File: config.mk
export PLATFORM = sky130hd
export DESIGN_NAME = reconstruct_l3
export DESIGN_NICKNAME = d
export VERILOG_FILES = /design/src/rtl/wavelet_pkg.sv /design/src/rtl/recon_phase_mac.sv /design/src/rtl/reconstruct_l3.sv
export SDC_FILE = /design/constraint.sdc
export NUM_CORES = 1
export LEC_CHECK = 0
export CAP_MARGIN = 10
export CORE_AREA = 2 2 152 154
export DETAILED_ROUTE_END_ITERATION = 12
export DIE_AREA = 0 0 154 156
export PLACE_DENSITY_LB_ADDON = 0.3
export SLEW_MARGIN = 20
export SYNTH_ARGS = -nofsm -noshare
export SYNTH_HDL_FRONTEND = slang
export SYNTH_SLANG_ARGS = --single-unit
File: constraint.sdc
create_clock -name clk -period 0.9 [get_ports clk]
set_input_delay 0.225 -clock clk [delete_from_list [all_inputs] [get_ports clk]]
set_output_delay 0.225 -clock clk [all_outputs]
set_load 0.03 [all_outputs]
File: src/rtl/wavelet_pkg.sv
// Shared widths and sym4 synthesis filter taps (Q1.23, index 0 first tap) for the wavelet datapath.
package wavelet_pkg;

  localparam int INTERNAL_WIDTH_DEF = 48;
  localparam int COEF_WIDTH_DEF     = 25;
  localparam int COEF_FRAC_DEF      = 23;

  localparam logic [7:0][COEF_WIDTH_DEF-1:0] REC_LO = {
    -25'sd635569, -25'sd248601, 25'sd4174328, 25'sd6742249,
     25'sd2498612, -25'sd832314, -25'sd105730, 25'sd270307
  };

  localparam logic [7:0][COEF_WIDTH_DEF-1:0] REC_HI = {
    -25'sd270307, -25'sd105730, 25'sd832314, 25'sd2498612,
    -25'sd6742249, 25'sd4174328, 25'sd248601, -25'sd635569
  };

endpackage

File: src/rtl/recon_phase_mac.sv
// One output phase: 8 products registered, then their sum registered (2 cycles, always accepts).
module recon_phase_mac
  import wavelet_pkg::*;
#(
  parameter int              W     = INTERNAL_WIDTH_DEF,
  parameter int              CW    = COEF_WIDTH_DEF,
  parameter logic [8*CW-1:0] COEFS = '0
) (
  input  logic                    clk,
  input  logic [7:0][W-1:0]       samp,
  output logic signed [W+CW+3:0]  sum
);

  localparam int PW = W + CW;
  localparam int SW = PW + 4;

  logic signed [PW-1:0] prod_q [8];
  logic signed [SW-1:0] acc;

  // Datapath carries no reset; the valid pipe in the parent decides what is meaningful.
  always_ff @(posedge clk) begin
    for (int i = 0; i < 8; i++)
      prod_q[i] <= PW'($signed(samp[i])) * PW'($signed(COEFS[i*CW +: CW]));
  end

  always_comb begin
    acc = '0;
    for (int i = 0; i < 8; i++)
      acc = acc + SW'(prod_q[i]);
  end

  always_ff @(posedge clk) begin
    sum <= acc;
  end

endmodule

File: src/rtl/reconstruct_l3.sv
// Level-3 inverse DWT to a2: each beat yields O(n),E(n),O(n-1),E(n-1); 3-cycle latency.
// Accepts a beat every cycle with no backpressure; the first two beats after reset only prime history.
module reconstruct_l3
  import wavelet_pkg::*;
#(
  parameter int INTERNAL_WIDTH = INTERNAL_WIDTH_DEF,
  parameter int COEF_WIDTH     = COEF_WIDTH_DEF,
  parameter int COEF_FRAC      = COEF_FRAC_DEF,
  parameter logic signed [COEF_WIDTH-1:0] REC_G0 = '0,
  parameter logic signed [COEF_WIDTH-1:0] REC_G1 = '0,
  parameter logic signed [COEF_WIDTH-1:0] REC_G2 = '0,
  parameter logic signed [COEF_WIDTH-1:0] REC_G3 = '0,
  parameter logic signed [COEF_WIDTH-1:0] REC_G4 = '0,
  parameter logic signed [COEF_WIDTH-1:0] REC_G5 = '0,
  parameter logic signed [COEF_WIDTH-1:0] REC_G6 = '0,
  parameter logic signed [COEF_WIDTH-1:0] REC_G7 = '0,
  parameter logic signed [COEF_WIDTH-1:0] REC_H0 = '0,
  parameter logic signed [COEF_WIDTH-1:0] REC_H1 = '0,
  parameter logic signed [COEF_WIDTH-1:0] REC_H2 = '0,
  parameter logic signed [COEF_WIDTH-1:0] REC_H3 = '0,
  parameter logic signed [COEF_WIDTH-1:0] REC_H4 = '0,
  parameter logic signed [COEF_WIDTH-1:0] REC_H5 = '0,
  parameter logic signed [COEF_WIDTH-1:0] REC_H6 = '0,
  parameter logic signed [COEF_WIDTH-1:0] REC_H7 = '0
) (
  input  logic                             clk,
  input  logic                             rst_n,
  input  logic                             din_valid,
  input  logic signed [INTERNAL_WIDTH-1:0] a3_0,
  input  logic signed [INTERNAL_WIDTH-1:0] a3_1,
  input  logic signed [INTERNAL_WIDTH-1:0] d3_0,
  input  logic signed [INTERNAL_WIDTH-1:0] d3_1,
  output logic                             dout_valid,
  output logic signed [INTERNAL_WIDTH-1:0] a2r_0,
  output logic signed [INTERNAL_WIDTH-1:0] a2r_1,
  output logic signed [INTERNAL_WIDTH-1:0] a2r_2,
  output logic signed [INTERNAL_WIDTH-1:0] a2r_3,
  output logic                             sat_flag
);

  localparam int W  = INTERNAL_WIDTH;
  localparam int CW = COEF_WIDTH;
  localparam int SW = W + CW + 4;

  localparam logic [8*CW-1:0] C_EVEN = {REC_H6, REC_H4, REC_H2, REC_H0, REC_G6, REC_G4, REC_G2, REC_G0};
  localparam logic [8*CW-1:0] C_ODD  = {REC_H7, REC_H5, REC_H3, REC_H1, REC_G7, REC_G5, REC_G3, REC_G1};

  localparam logic signed [SW-1:0] RND  = SW'(1) <<< (COEF_FRAC - 1);
  localparam logic signed [SW-1:0] MAXV = (SW'(1) <<< (W - 1)) - SW'(1);
  localparam logic signed [SW-1:0] MINV = -(SW'(1) <<< (W - 1));

  // a_h0/a_h1 = a[n-2]/a[n-3] from the previous beat; a_h2 = a[n-4] from the one before.
  logic signed [W-1:0] a_h0, a_h1, a_h2, d_h0, d_h1, d_h2;
  logic [1:0]          fill;
  logic [1:0]          vld_q;

  logic [7:0][W-1:0]   samp_n, samp_n1;
  logic signed [SW-1:0] sum_q   [4];
  logic signed [SW-1:0] shifted [4];
  logic signed [W-1:0]  res     [4];
  logic [3:0]           ovf;

  assign samp_n  = {d_h1, d_h0, d3_1, d3_0, a_h1, a_h0, a3_1, a3_0};
  assign samp_n1 = {d_h2, d_h1, d_h0, d3_1, a_h2, a_h1, a_h0, a3_1};

  always_ff @(posedge clk or negedge rst_n) begin
    if (!rst_n) begin
      a_h0  <= '0;
      a_h1  <= '0;
      a_h2  <= '0;
      d_h0  <= '0;
      d_h1  <= '0;
      d_h2  <= '0;
      fill  <= '0;
      vld_q <= '0;
    end else begin
      vld_q <= {vld_q[0], din_valid && (fill == 2'd2)};
      if (din_valid) begin
        a_h2 <= a_h0;
        a_h1 <= a3_1;
        a_h0 <= a3_0;
        d_h2 <= d_h0;
        d_h1 <= d3_1;
        d_h0 <= d3_0;
        if (fill != 2'd2)
          fill <= fill + 2'd1;
      end
    end
  end

  recon_phase_mac #(.W(W), .CW(CW), .COEFS(C_ODD))  u_odd_n   (.clk(clk), .samp(samp_n),  .sum(sum_q[0]));
  recon_phase_mac #(.W(W), .CW(CW), .COEFS(C_EVEN)) u_even_n  (.clk(clk), .samp(samp_n),  .sum(sum_q[1]));
  recon_phase_mac #(.W(W), .CW(CW), .COEFS(C_ODD))  u_odd_n1  (.clk(clk), .samp(samp_n1), .sum(sum_q[2]));
  recon_phase_mac #(.W(W), .CW(CW), .COEFS(C_EVEN)) u_even_n1 (.clk(clk), .samp(samp_n1), .sum(sum_q[3]));

  // Round half up, then clamp to the signed output range.
  always_comb begin
    for (int i = 0; i < 4; i++) begin
      shifted[i] = (sum_q[i] + RND) >>> COEF_FRAC;
      res[i]     = shifted[i][W-1:0];
      ovf[i]     = 1'b0;
      if (shifted[i] > MAXV) begin
        res[i] = MAXV[W-1:0];
        ovf[i] = 1'b1;
      end else if (shifted[i] < MINV) begin
        res[i] = MINV[W-1:0];
        ovf[i] = 1'b1;
      end
    end
  end

  always_ff @(posedge clk or negedge rst_n) begin
    if (!rst_n) begin
      dout_valid <= 1'b0;
      a2r_0      <= '0;
      a2r_1      <= '0;
      a2r_2      <= '0;
      a2r_3      <= '0;
      sat_flag   <= 1'b0;
    end else begin
      dout_valid <= vld_q[1];
      if (vld_q[1]) begin
        a2r_0 <= res[0];
        a2r_1 <= res[1];
        a2r_2 <= res[2];
        a2r_3 <= res[3];
        if (|ovf)
          sat_flag <= 1'b1;
      end
    end
  end

endmodule

## Word level (Yosys, flattened, before mapping)

Cells that the tools add are included.

| word-level totals | value |
|---|---|
| output and inout port bits | 194 |
| input port bits | 195 |
| flip-flop bits (word level) | 506 |
| word-level logic and storage cells | 75 |

| cells by class | value |
|---|---|
| add/sub/neg operators | 33 |
| multiplexer cells | 16 |
| equal/unequal tests | 2 |
| reductions and logical operators | 4 |
| magnitude comparators | 8 |

Operators by type and width:

| cell | number |
|---|---|
| adder 77 x 73 -> 77 bit, second input constant | 20 |
| two-way mux 48 bit | 8 |
| adder 77 x 24 -> 77 bit, second input constant | 4 |
| adder 74 x 73 -> 75 bit, second input constant | 4 |
| adder 73 x 73 -> 74 bit, both inputs constant | 4 |
| greater-than comparator 54 x 48 -> 1 bit, second input constant | 4 |
| less-than comparator 54 x 48 -> 1 bit, second input constant | 4 |
| two-way mux 1 bit | 8 |
| AND reduction 2 bit | 2 |
| OR reduction 4 bit | 1 |
| adder 2 x 1 -> 2 bit, second input constant | 1 |
| == test 2 bit, second input constant | 1 |
| != test 2 bit, second input constant | 1 |
| logical AND 1 bit | 1 |

## Logic depth before layout (Yosys ltp)

| depth | value |
|---|---|
| word-level depth | 6 |
| gate-level depth with buffers | 4 |
| mapped depth without buffers | 4 |

## Modules after synthesis

Synthesis repeated with hierarchy kept, for this count alone.

| unflattened totals | value |
|---|---|
| cell total of the unflattened synthesis | 2358 |
| area, all modules | 25538.2 µm² |

Modules (own cells, without submodules):

| module | instances | cells each | sequential area each (µm²) | area an instance (µm²) |
|---|---|---|---|---|
| reconstruct_l3 | 1 | 2046 | 12161.7 | 23211.0 |
| recon_phase_mac | 4 | 78 | 0.0 | 581.8 |

## Worst setup path before layout

Ideal clock, no wire load.

| timing path | value |
|---|---|
| path type | flip-flop to flip-flop |
| start point | reg fill[0] |
| end point | reg fill[1] |
| buffers on the path | 0 |
| path slack | -48 ps |
| data arrival time | 868 ps |
| setup time | 79 ps |
| data required time | 821 ps |
| stages on the path, launching flop included | 5 |
| period minus slack after synthesis | 948 ps |
| cell sequence | dfrtp_1 -> inv_1 -> ha_1 -> nor2b_4 -> mux2i_1 |

| between the ends | value |
|---|---|
| cells in the longest elaborated chain, start to end | 2 |
| elaborated cells on any way between the ends | 3 |
| those cells by class | add/sub (1); eq/ne (1); reduce/logical (1) |

RTL lines:

| what | line | source |
|---|---|---|
| start, declared | reconstruct_l3.sv:54 | `logic [1:0] fill;` |
| start signal, assigned | reconstruct_l3.sv:86 | `fill <= fill + 2'd1;` |
| != test 2 bit | reconstruct_l3.sv:85 | `if (fill != 2'd2)` |
| AND reduction 2 bit (no source line) | - |  |

Parallel ways exist; a longest one is shown, timed or not.
A chain may end at the register's enable or synchronous reset.

## Worst setup path after layout

| timing path | value |
|---|---|
| start point | reg dout_valid |
| end point | out dout_valid |

RTL lines:

| what | line | source |
|---|---|---|
| start, declared | reconstruct_l3.sv:33 | `output logic dout_valid,` |
| start signal, assigned | reconstruct_l3.sv:121 | `dout_valid <= vld_q[1];` |

No word-level cell between the ends.

==> out/metrics.cfg <==
[finish]
syn_to_final_growth_pct=-15.2
fin_cells=497
postLayoutCoreUtil_pct=6.21
multi_input_area_sq_um=790
nets=409
ff_latch_area_sq_um=125
antenna_cells=0
drive_above_1_share_pct=3.77
fillers=2631
final_design_area_no_fill_sq_um=1390

[timing]
fin_worst_skew_ns=0.0000996
max_freq_ghz=1.05
finalSetupViolations=2
period_needed_ns=0.956
worst_slack_ns=-0.0560
rsz0062_at_grt=true
period_share_pct=106
tns_ns=-0.107
holdWs_ns=0.224
hold_viol=0
slew_violations=0

[routing]
num_vias=600
totalWireLength_mm=1.23
wl_per_cell_microns=2.48
drtIter0Drc=0
drcViolationCount=0
final_antenna_net_count=0
drt_pass1_iterations=1
vias_per_cell=1.21

[logic_synthesis]
yosysTopAreaCell=buf_4
synth_top_area_share_pct=88.5
yosys_register_bits=5
yosysWarnings=0
synth_compound_gate_area_share_pct=0
synthMuxAreaShare_pct=0.611
synth_adder_area_share_pct=0.764
synthTopCellsByArea=buf_4, dfrtp_1, nor2b_4
syn_inst=206
yosysSeqAreaShare_pct=7.64
synth_top_family_by_area=buffers and inverters
ys_types=9
syn_area_sq_um=1640
synth.avg_cell_area_sq_um=7.95
synth_xor_area_share_pct=0.535
synthSimpleGateAreaFrac_pct=1.30

[setup_path]
critical_path_class=flip-flop to output port
crit_required_ns=0.67
critPathBufInv=1
reg2reg_slack_ns=-0.05
worstRegToRegCells=3
crit_path_end_kind=output port
cp.depth=1
arrival_ns=0.73
cpMaxStageDelayCell=dfrtp_1
crit_fanout=1
crit_start=dout_valid
rr_startpoint=fill[1]
cp_slowest_stage_delay_ns=0.37
crit_path_start_kind=flip-flop
crit_family=flip-flops
path_cells=buf_6
r2r-end=fill[1]

[placement]
port_buffers=3
place_area_sq_um=1300
place_congestion=0.546
preCtsSetupSlack_ns=-0.241
dp_hpwl_mm=1.19
place_inst=493

[clock_network]
htreeDepth=1
clkTransAtPathRegs_ns=0.03
cts_max_path_buffers=2
post_cts_buffers=0
tritoncts=built
clk_latency_ns=0.22
cts_hold_buffers=0
cts-root-buf=clkbuf_16
cts_buffers=3
cts.sinks=5

[outcome]
outcome=complete, but fails checks
violations=negative setup slack

[floorplanning]
start_util_pct=7.32
io-pin-count=389
die_h_microns=156
core_sq_um=22400
dieArea_sq_um=24000
rows=55
die_w_microns=154

[global_routing]
grt_max_degree=6
antenna_found_initial=0
grt_pass1_vias=193
grt_pass1_wl_microns=890
grt_usage_pct=0.564
grt_overflow=0

[power]
ir_drop_uv=784
power_mw=2.43
p_leak_nw=0.777
powerDensity_nw_per_um2=1750

[worst_hold_path]
hp-class=input pin to async pin

[job]
drv_cap=0

-- cell type report --
type,instances,area share (%)
multi-input cells,198,56.8
well taps,285,25.7
clock buffers,4,5.68
repair buffers,3,2.25
inverters,2,0.541
flip-flops and latches,5,9.01
-- logic make-up (layout without fill, tap and decap cells) --
group / count (synthesis) / after routing
xor+xnor: 1 / 1
fa+ha+maj: 1 / 1
buf+inv: 195 / 9
flops: 5 / 5
mux: 1 / 1
other cells: 1 / 193
simple gates: 2 / 2
-- cell usage in the layout (no fill, tap or decap), drive strengths merged --
master,instances
and2,1
buf,1
clkbuf,4
clkdlybuf4s50,2
conb,193
dfrtp,5
ha,1
inv,2
mux2i,1
nor2b,1
xnor2,1
-- synthesized netlist by cell type --
cell	count
conb_1	1
nor2b_4	1
xnor2_1	1
ha_1	1
inv_1	2
buf_4	193
dfrtp_1	5
mux2i_1	1
and2_2	1
-- layer usage --
layer  GRT usage, %  routed length [microns]
met1          0.367                      162
met2          0.747                      705
met3          0.333                      304
met4           1.20                       59
met5              0                        0
-- worst max path at each step --
stage	to	slack [ns]
2_1_floorplan	fill[1]	-0.009
3_3_place_gp	fill[1]	-0.24
3_5_place_dp	fill[1]	-0.24
4_1_cts	dout_valid	-0.07
5_1_grt	fill[1]	-0.11
6_report	dout_valid	-0.06
-- flip-flops by register name (all words and copies together) (netlist names) --
name        cells
fill            2
dout_valid      1
vld_q           2
-- power by group --
group | total (mW) | switching, mW | internal, mW
combinational | 1.36 | 1.20 | 0.160
sequential | 0.354 | 0.0424 | 0.312
clock | 0.720 | 0.134 | 0.586
-- timing repair --
action,in CTS,in global routing
pin swaps,2,1
gates resized for setup,3,0
endpoints found under the setup margin,3,3
endpoints found under the hold margin,0,0
Note: power is estimated with default switching activity, not from simulation.
